**src/rtl/pulse_pacer_pkg.sv**
```systemverilog
// ============================================================================
//  Module      : pulse_pacer_pkg
//  Description : Shared state encoding and constants for pulse_pacer.
//  Revision    : 1.0 - initial release
// ============================================================================
`timescale 1ns/1ps
`default_nettype none

package pulse_pacer_pkg;

    localparam int DROP_CNT_W = 8;

    typedef enum logic [1:0] {
        S_IDLE = 2'd0,
        S_FIRE = 2'd1,
        S_GAP  = 2'd2
    } pacer_state_e;

endpackage

`default_nettype wire

```
**src/rtl/pacer_sat_cnt.sv**
```systemverilog
// ============================================================================
//  Module      : pacer_sat_cnt
//  Description : Saturating up/down counter with synchronous clear, full flag
//                and a drop strobe for increments lost at saturation.
//  Revision    : 1.0 - initial release
// ============================================================================
`timescale 1ns/1ps
`default_nettype none

module pacer_sat_cnt #(
    parameter int W = 4
) (
    input  logic         clk,
    input  logic         rst_n,
    input  logic         clr_i,
    input  logic         inc_i,
    input  logic         dec_i,
    output logic [W-1:0] cnt_o,
    output logic         full_o,
    output logic         drop_o
);

    localparam logic [W-1:0] MAX_VAL = '1;

    logic [W-1:0] cnt_q;
    logic [W-1:0] cnt_d;

    always_comb begin
        full_o = (cnt_q == MAX_VAL);
        drop_o = inc_i && full_o && !dec_i;
        cnt_d  = cnt_q;
        // A clear still honours an increment landing in the same cycle.
        if (clr_i) begin
            cnt_d = (inc_i && !dec_i) ? W'(1) : '0;
        end else if (inc_i && !dec_i && !full_o) begin
            cnt_d = cnt_q + W'(1);
        end else if (dec_i && !inc_i && (cnt_q != '0)) begin
            cnt_d = cnt_q - W'(1);
        end
    end

    always_ff @(posedge clk or negedge rst_n) begin
        if (!rst_n) begin
            cnt_q <= '0;
        end else begin
            cnt_q <= cnt_d;
        end
    end

    assign cnt_o = cnt_q;

endmodule

`default_nettype wire

```
**src/rtl/pulse_pacer.sv**
```systemverilog
// ============================================================================
//  Module      : pulse_pacer
//  Description : Queues bursty clk_f pulses and re-emits them at least GAP
//                cycles apart for a toggle fast->slow synchronizer.
//                Define PACER_DROP_CNT_EN to add the drop_cnt output.
//  Revision    : 1.0 - initial release
// ============================================================================
`timescale 1ns/1ps
`default_nettype none

module pulse_pacer
    import pulse_pacer_pkg::*;
#(
    parameter int GAP   = 6,
    parameter int CNT_W = 4
) (
    input  logic                  clk_f,
    input  logic                  rst_n,
    input  logic                  pulse_in,
    input  logic                  clr_ovf,
    output logic                  pulse_out,
    output logic [CNT_W-1:0]      pending,
    output logic                  busy,
`ifdef PACER_DROP_CNT_EN
    output logic [DROP_CNT_W-1:0] drop_cnt,
`endif
    output logic                  ovf
);

    localparam int             GW       = $clog2(GAP);
    localparam logic [GW-1:0]  GAP_LOAD = GW'(GAP - 1);

    pacer_state_e  state_q, state_d;
    logic [GW-1:0] gcnt_q, gcnt_d;
    logic          pulse_q;
    logic          ovf_q, ovf_d;
    logic          w_fire;
    logic          w_drop;
    logic          w_unused_pfull;

    assign w_fire = (state_q == S_FIRE);

    pacer_sat_cnt #(
        .W      (CNT_W)
    ) u_pending (
        .clk    (clk_f),
        .rst_n  (rst_n),
        .clr_i  (1'b0),
        .inc_i  (pulse_in),
        .dec_i  (w_fire),
        .cnt_o  (pending),
        .full_o (w_unused_pfull),
        .drop_o (w_drop)
    );

    always_comb begin
        state_d = state_q;
        gcnt_d  = gcnt_q;
        case (state_q)
            S_IDLE: begin
                if (pulse_in || (pending != '0)) state_d = S_FIRE;
            end
            S_FIRE: begin
                state_d = S_GAP;
                gcnt_d  = GAP_LOAD;
            end
            S_GAP: begin
                // New arrivals only add to pending; they never cut the gap short.
                gcnt_d = gcnt_q - GW'(1);
                if (gcnt_q == GW'(1)) begin
                    state_d = (pending != '0) ? S_FIRE : S_IDLE;
                end
            end
            default: state_d = S_IDLE;
        endcase
        ovf_d = w_drop ? 1'b1 : (clr_ovf ? 1'b0 : ovf_q);
    end

    always_ff @(posedge clk_f or negedge rst_n) begin
        if (!rst_n) begin
            state_q <= S_IDLE;
            gcnt_q  <= '0;
            pulse_q <= 1'b0;
            ovf_q   <= 1'b0;
        end else begin
            state_q <= state_d;
            gcnt_q  <= gcnt_d;
            pulse_q <= (state_d == S_FIRE);
            ovf_q   <= ovf_d;
        end
    end

    assign pulse_out = pulse_q;
    assign ovf       = ovf_q;
    assign busy      = (state_q != S_IDLE) || (pending != '0);

`ifdef PACER_DROP_CNT_EN
    logic w_unused_dfull;
    logic w_unused_ddrop;

    pacer_sat_cnt #(
        .W      (DROP_CNT_W)
    ) u_drop_cnt (
        .clk    (clk_f),
        .rst_n  (rst_n),
        .clr_i  (clr_ovf),
        .inc_i  (w_drop),
        .dec_i  (1'b0),
        .cnt_o  (drop_cnt),
        .full_o (w_unused_dfull),
        .drop_o (w_unused_ddrop)
    );
`endif

endmodule

`default_nettype wire

```
**config.mk**
```make
export PLATFORM = sky130hd
export DESIGN_NAME = pulse_pacer
export DESIGN_NICKNAME = d
export VERILOG_FILES = /design/src/rtl/pulse_pacer_pkg.sv /design/src/rtl/pacer_sat_cnt.sv /design/src/rtl/pulse_pacer.sv
export SDC_FILE = /design/constraint.sdc
export NUM_CORES = 1
export LEC_CHECK = 0
export CAP_MARGIN = 10
export CORE_MARGIN = 2
export CORE_UTILIZATION = 34
export CTS_BUF_LIST = sky130_fd_sc_hd__clkbuf_4 sky130_fd_sc_hd__clkbuf_8
export DETAILED_ROUTE_END_ITERATION = 8
export PLACE_DENSITY = 0.58
export RECOVER_POWER = 25
export REMOVE_ABC_BUFFERS = 1
export SLEW_MARGIN = 20
export SYNTH_ARGS = -nofsm -noshare
export SYNTH_HDL_FRONTEND = slang
export SYNTH_SLANG_ARGS = --single-unit
```
**constraint.sdc**
```tcl
create_clock -name clk_f -period 2.8 [get_ports clk_f]
set_input_delay 0.56 -clock clk_f [delete_from_list [all_inputs] [get_ports clk_f]]
set_output_delay 0.56 -clock clk_f [all_outputs]
set_load 0.05 [all_outputs]
```
==> results by group, run 1 <==
Run status
  – Outcome: complete, no violations

Die
  – Die Height: 47.5 µm
  – Overall die area: 2250 µm²
  – Die extent in x: 47.5 µm
  – Number of placement rows: 15
  – Number of I/O pins: 11
  – Effective utilization at floorplan: 0.368
  – Area of the placeable core: 1750 µm²

Clock tree
  – Post-CTS clock slew at the launch and capture registers of the worst setup and hold paths: 0.07 ns
  – Worst-case clock buffer depth: 2
  – Clock buffer count from CTS: 3
  – Clock Sinks: 11
  – Clock tree from TritonCTS: yes
  – CTS Hold Buffers Added: 0
  – Clock latency on the worst-skew pair: 0.26 ns
  – Level count of the clock H-tree: 1
  – Number of setup buffers added after CTS: 0
  – Number of gates given a new drive strength after cts: 0
  – Root Buffer Master: sky130_fd_sc_hd__clkbuf_4

Hold path
  – WHS Endpoint: ovf
  – Number of cells traversed by the worst hold path: 2
  – Min-Delay Path Class: register to register
  – Beginning of the worst hold path: ovf

Synthesis
  – Post-synthesis sequential element count: 11
  – Unique masters post-synth: 22
  – Count leader, synth: sky130_fd_sc_hd__dfrtp_1
  – Synthesized area divided by synthesized cell count: 11.1 µm²
  – Arithmetic-cell share of the synthesized area counting full adders, half adders and majority gates: 0.187
  – Synthesized instance count: 58
  – Main combinational cell family by area after synthesis: adder cells
  – Share of async-settable or async-resettable flops after synthesis: 1.00
  – Sequential share of the synthesized area: 0.429
  – Largest area contributor in the synthesized netlist: sky130_fd_sc_hd__dfrtp_1
  – Synth top area cells: sky130_fd_sc_hd__dfrtp_1 43%, sky130_fd_sc_hd__ha_1 16%, sky130_fd_sc_hd__mux2_4 4.7%
  – Netlist Area Pre-Place: 642 µm²
  – Commonest cells in the synthesized netlist: 11 x sky130_fd_sc_hd__dfrtp_1, 8 x sky130_fd_sc_hd__ha_1, 7 x sky130_fd_sc_hd__inv_1, 4 x sky130_fd_sc_hd__nand3_1
  – Post-synth EDFFs: 0
  – XOR/XNOR Fraction of Synth Area: 0.0409
  – Warning count from the yosys run: 0
  – Fraction of post-synthesis cell area in the top cell type by area: 0.429
  – Synthesized-area fraction occupied by ao, oa, aoi and oai cells: 0.103
  – Synth Flop Type: sky130_fd_sc_hd__dfrtp_1
  – Share of synthesized area spent on multiplexers: 0.0624
  – Fraction of the mapped netlist area in simple logic gates: 0.136

Layout
  – Number of nets in the layout: 87
  – Sequential cell area: 275 µm²
  – Area growth from synthesis to layout: 26.3%
  – Area of the multi-input gates: 340 µm²
  – Fillers: 176
  – Layout cell share with drive strength beyond 1: 0.123
  – # diodes: 0
  – Final std cells w/o fill: 98

Worst setup path
  – Crit path required time: 2.24 ns
  – Endpoint of the worst register-to-register path: u_pending.cnt_o[3]
  – FF-to-FF Start: state_q[1]
  – Kind of end point of the critical path: primary output
  – CP Max Fanout: 6
  – Crit path DAT: 1.88 ns
  – Register-to-Register Setup Slack: 0.66 ns
  – Startpoint-to-endpoint class of the critical path: register to primary output
  – Kind of start point of the critical path: register
  – Cell depth of the worst flop-to-flop path: 8

Detailed routing
  – Drt first-iter violations: 1
  – Detail-routed net length per standard cell: 11.0 µm
  – Total length of routed wires: 1080 µm
  – Via Count: 456
  – Vias per cell: 4.65
  – Antenna-violating nets left: 0
  – Number of remaining DRC errors: 0
  – Initial DRT Pass Iterations: 2

Placement
  – Number of buffer cells added on primary ports: 10
  – Total half-perimeter wirelength after legalization and detailed placement: 825 µm
  – Post-placement cell count: 94
  – Final GP Congestion: 0.758

Timing
  – Highest achievable clock rate: 0.410 GHz
  – Minimum hold slack: 0.547 ns
  – Pin slew with the least headroom to its limit: 0.516 ns
  – Endpoints failing hold: 0
  – Clock Skews: 0.000580 ns
  – Setup Viol. Count Final: 0
  – Remaining max-slew budget at the tightest pin: 0.655
  – Fraction of the cycle the final worst path needs: 0.871
  – Final Slew Violations: 0
  – Unrepaired setup endpoints after global routing: no
  – Minimum period implied by the final worst setup slack: 2.44 ns
  – Setup_tns: 0 ns

Power and ir drop
  – Reg power frac: 0.301
  – Internal power component: 566 µW
  – Net switching power of the design: 484 µW
  – Clk pwr share: 0.110
  – Gate power share: 0.590
  – Peak supply drop: 671 µV
  – PwrDens: 1290 nW/µm²
  – Net Sw Frac: 0.461
  – Static Leakage: 0.374 nW

Global routing
  – Global-route usage over all layers: 0.131
  – Met2 usage: 0.184
  – First-pass GRT wire length: 1900 µm
  – Global Route met1 Usage: 0.172
  – Global routing met3 resource utilization: 0.0453
  – Total overflow reported by the global router: 0
  – GRT busiest layer: met2
  – Number of global-route vias before repair: 449
  – Largest net degree at the start of global routing: 12
  – Initial antenna violation count: 0

Run
  – Max-cap violations: 0
[state kept, by name, indices dropped and copies added, names as in the netlist]
name and cells:
state_q 2, u_pending.cnt_o 4, gcnt_q 3, ovf 1
pulse_out 1
[layout make-up]
| cell class | instances | share of cell area |
|---|---|---|
| tap | 25 | 0.0386 |
| inverter | 7 | 0.0324 |
| timing repair buffer | 11 | 0.133 |
| clock buffer | 4 | 0.0370 |
| sequential | 11 | 0.340 |
| multi-input combinational | 40 | 0.420 |
[critical path: stages, from the launching register on]
cell and delay (ns):
sky130_fd_sc_hd__dfrtp_1 0.47, sky130_fd_sc_hd__nor4_2 0.34, sky130_fd_sc_hd__nand2_1 0.10, sky130_fd_sc_hd__clkdlybuf4s50_1 0.70
[worst max-delay path by stage]
| stage | startpoint | endpoint | slack [ns] |
|---|---|---|---|
| after CTS | u_pending.cnt_o[0] | busy | 0.33 |
| final | u_pending.cnt_o[0] | busy | 0.36 |
| after global placement | pulse_in | u_pending.cnt_o[3] | 0.45 |
| after global routing | u_pending.cnt_o[0] | busy | 0.24 |
| after floorplan | u_pending.cnt_o[0] | u_pending.cnt_o[3] | 0.64 |
| after detailed placement | pulse_in | u_pending.cnt_o[3] | 0.41 |
[stage by stage]
step	power, mW	worst slack [ns]	utilization	cell area, µm²
after floorplan	0.777	0.644	-	642
after global placement	0.943	0.447	0.447	781
after detailed placement	0.946	0.411	0.447	781
after CTS	1.07	0.331	0.465	811
after global routing	1.15	0.237	0.465	811
final	1.05	0.361	0.465	811
[per-layer routing]
metal  share of wire  routed length, µm
met2            0.42                456
met5               0                  0
met3           0.032                 34
met4           0.010                 11
met1            0.53                573
[layout by cell type (no fill, tap or decap), types with 3 or more instances in the layout]
master,count
sky130_fd_sc_hd__clkbuf_4,4
sky130_fd_sc_hd__clkdlybuf4s50_1,9
sky130_fd_sc_hd__inv_1,7
sky130_fd_sc_hd__xor2_1,3
sky130_fd_sc_hd__nand3_1,4
sky130_fd_sc_hd__ha_1,8
sky130_fd_sc_hd__nand3b_1,3
sky130_fd_sc_hd__dfrtp_1,11
[cell families (layout without fill, tap and decap cells)]
family          after synthesis  in the layout
xor+xnor                      3              3
fa+ha+maj                     9              9
flops                        11             11
simple gates                 15             15
compound gates               10             10
buf+inv                       7             22
mux                           3              3
[power by group through the flow]
| stage | Clock (mW) | Sequential, mW | Combinational (mW) |
|---|---|---|---|
| global route | 0.129 | 0.332 | 0.688 |
| floorplan | 0 | 0.439 | 0.338 |
| global placement | 0 | 0.321 | 0.623 |
| detailed placement | 0 | 0.321 | 0.624 |
| CTS | 0.122 | 0.319 | 0.629 |
| finish | 0.115 | 0.315 | 0.619 |
(Power assumes the default switching activity.)
==> run 2: changes to the inputs <==
==> constraint.sdc (replaced) <==
create_clock -name clk_f -period 2.8 [get_ports clk_f]
set_input_delay 0.56 -clock clk_f [delete_from_list [all_inputs] [get_ports clk_f]]
set_output_delay 0.56 -clock clk_f [all_outputs]
set_load 0.1 [all_outputs]
==> results by group, run 2 (same netlist as run 1, synthesis figures left out) <==
Detailed routing
  – Antenna-violating nets left: 0 (unchanged)
  – Detail-routed net length per standard cell: 10.9 µm (-0.66%)
  – Vias per cell: 4.75 (+2.1%)
  – Drt first-iter violations: 3 (+2)
  – Total length of routed wires: 1060 µm (-1.7%)
  – Number of remaining DRC errors: 0 (unchanged)
  – Via Count: 461 (+1.1%)
  – Initial DRT Pass Iterations: 3 (+1)

Layout
  – Most common cell after layout, fill and taps aside: sky130_fd_sc_hd__dfrtp_1
  – Largest register FFs: 4 (unchanged)
  – # diodes: 0 (unchanged)
  – Area growth from synthesis to layout: 22.4%
  – Commonest non-fill, non-tap cells in the layout: 11 x sky130_fd_sc_hd__dfrtp_1, 8 x sky130_fd_sc_hd__ha_1, 7 x sky130_fd_sc_hd__inv_1, 7 x sky130_fd_sc_hd__buf_4
  – Layout cell share with drive strength beyond 1: 0.208 (+0.0850)
  – Share of the core filled with cells in the final layout: 0.450 (-0.0143)
  – Number of nets in the layout: 86 (-1.1%)

Hold path
  – Min-Delay Path Class: register to register

Global routing
  – First-pass GRT wire length: 1860 µm (-2.2%)
  – Largest net degree at the start of global routing: 12 (unchanged)
  – Initial antenna violation count: 0 (unchanged)
  – Global-route usage over all layers: 0.128 (-0.00351)
  – Total overflow reported by the global router: 0 (unchanged)
  – Number of global-route vias before repair: 434 (-3.3%)

Die
  – Number of placement rows: 15 (unchanged)
  – Number of I/O pins: 11 (unchanged)
  – Die extent in x: 47.5 µm (unchanged)
  – Effective utilization at floorplan: 0.368 (unchanged)
  – Overall die area: 2250 µm² (unchanged)
  – Area of the placeable core: 1750 µm² (unchanged)
  – Die Height: 47.5 µm (unchanged)

Worst setup path
  – Startpoint-to-endpoint class of the critical path: register to register
  – CP Max Fanout: 5 (-1)
  – Crit path required time: 2.99 ns (+0.75 ns)
  – Kind of end point of the critical path: register
  – Register-to-Register Setup Slack: 0.66 ns (about the same)
  – Kind of start point of the critical path: register
  – Crit path DAT: 2.32 ns (+0.44 ns)

Placement
  – Total half-perimeter wirelength after legalization and detailed placement: 839 µm (+1.7%)
  – Number of buffer cells added on primary ports: 10 (unchanged)
  – Final GP Congestion: 0.723 (-4.5%)

Timing
  – Final Slew Violations: 0 (unchanged)
  – Remaining max-slew budget at the tightest pin: 0.672 (+0.0170)
  – Highest achievable clock rate: 0.468 GHz (+14%)
  – Minimum period implied by the final worst setup slack: 2.14 ns (-0.304 ns)
  – Endpoints failing hold: 0 (unchanged)
  – Setup Viol. Count Final: 0 (unchanged)
  – Setup_tns: 0 ns (unchanged)
  – Pin slew with the least headroom to its limit: 0.490 ns (-0.0254 ns)
  – Clock Skews: 0.00500 ns (+0.00442 ns)
  – Fraction of the cycle the final worst path needs: 0.763 (-0.109)
  – Unrepaired setup endpoints after global routing: no

Clock tree
  – Worst-case clock buffer depth: 2 (unchanged)
  – Number of gates given a new drive strength after cts: 0 (unchanged)
  – Clock tree from TritonCTS: yes
  – Clock Sinks: 11 (unchanged)
  – CTS Hold Buffers Added: 0 (unchanged)
  – Post-CTS clock slew at the launch and capture registers of the worst setup and hold paths: 0.06 ns (about the same)
  – Level count of the clock H-tree: 1 (unchanged)
  – Clock latency on the worst-skew pair: 0.26 ns (about the same)
  – Number of setup buffers added after CTS: 0 (unchanged)
  – Clock buffer count from CTS: 3 (unchanged)
  – Root Buffer Master: sky130_fd_sc_hd__clkbuf_4

Run status
  – Outcome: complete, no violations

Run
  – Max-cap violations: 0 (unchanged)
## run 2: changes by cell type in the layout (fill, tap and decap cells not counted), sizes merged
| cell | change |
|---|---|
| clkdlybuf4s50 | -7 |
| buf | +6 |
## run 2: layer usage
metal	track usage	vias to the layer above	routed length, µm	share of wire
met5	0	-	0	0
met1	0.159	219	514	0.49
met2	0.186	8	483	0.46
met3	0.0453	2	47	0.044
li1	-	232	-	-
met4	0.0833	0	11	0.010
## run 2: layout make-up
type | count | area [µm²]
fill | 178 | 960
sequential | 11 | 275
inverter | 7 | 26.3
multi-input combinational | 40 | 340
tap | 25 | 31.3
clock buffer | 4 | 30.0
timing repair buffer | 10 | 82.6
## run 2: path summary, 6_finish.rpt
path	startpoint	end	depth (start not counted)
max in group asynchronous	rst_n	u_pending.cnt_o[3]	1
min reg2reg	ovf	ovf	2
min in group asynchronous	rst_n	gcnt_q[2]	1
min	ovf	ovf	2
max reg2reg	state_q[1]	u_pending.cnt_o[3]	8
max	state_q[1]	u_pending.cnt_o[3]	8
## run 2: worst max-delay path, stage by stage, from the launching register on
cell	delay [ns]
sky130_fd_sc_hd__dfrtp_1	0.43
sky130_fd_sc_hd__inv_1	0.09
sky130_fd_sc_hd__ha_1	0.21
sky130_fd_sc_hd__nand3b_1	0.29
sky130_fd_sc_hd__ha_1	0.34
sky130_fd_sc_hd__a21o_1	0.17
sky130_fd_sc_hd__a21oi_1	0.16
sky130_fd_sc_hd__mux2i_1	0.22
sky130_fd_sc_hd__xor2_1	0.15
## run 2: per-stage QoR
stage	instance area [µm²]	cells	hold WS (ns)	worst slack (ns)
finish	786	97	0.544	0.665
global route	786	97	0.579	0.488
CTS	786	97	0.552	0.655
detailed placement	756	93	0.539	0.413
global placement	756	93	0.528	0.445
floorplan	642	58	0.264	0.286
Power of run 2 is not shown: default switching activity piles up to over one toggle a cycle in this logic, so the estimate is an artifact.
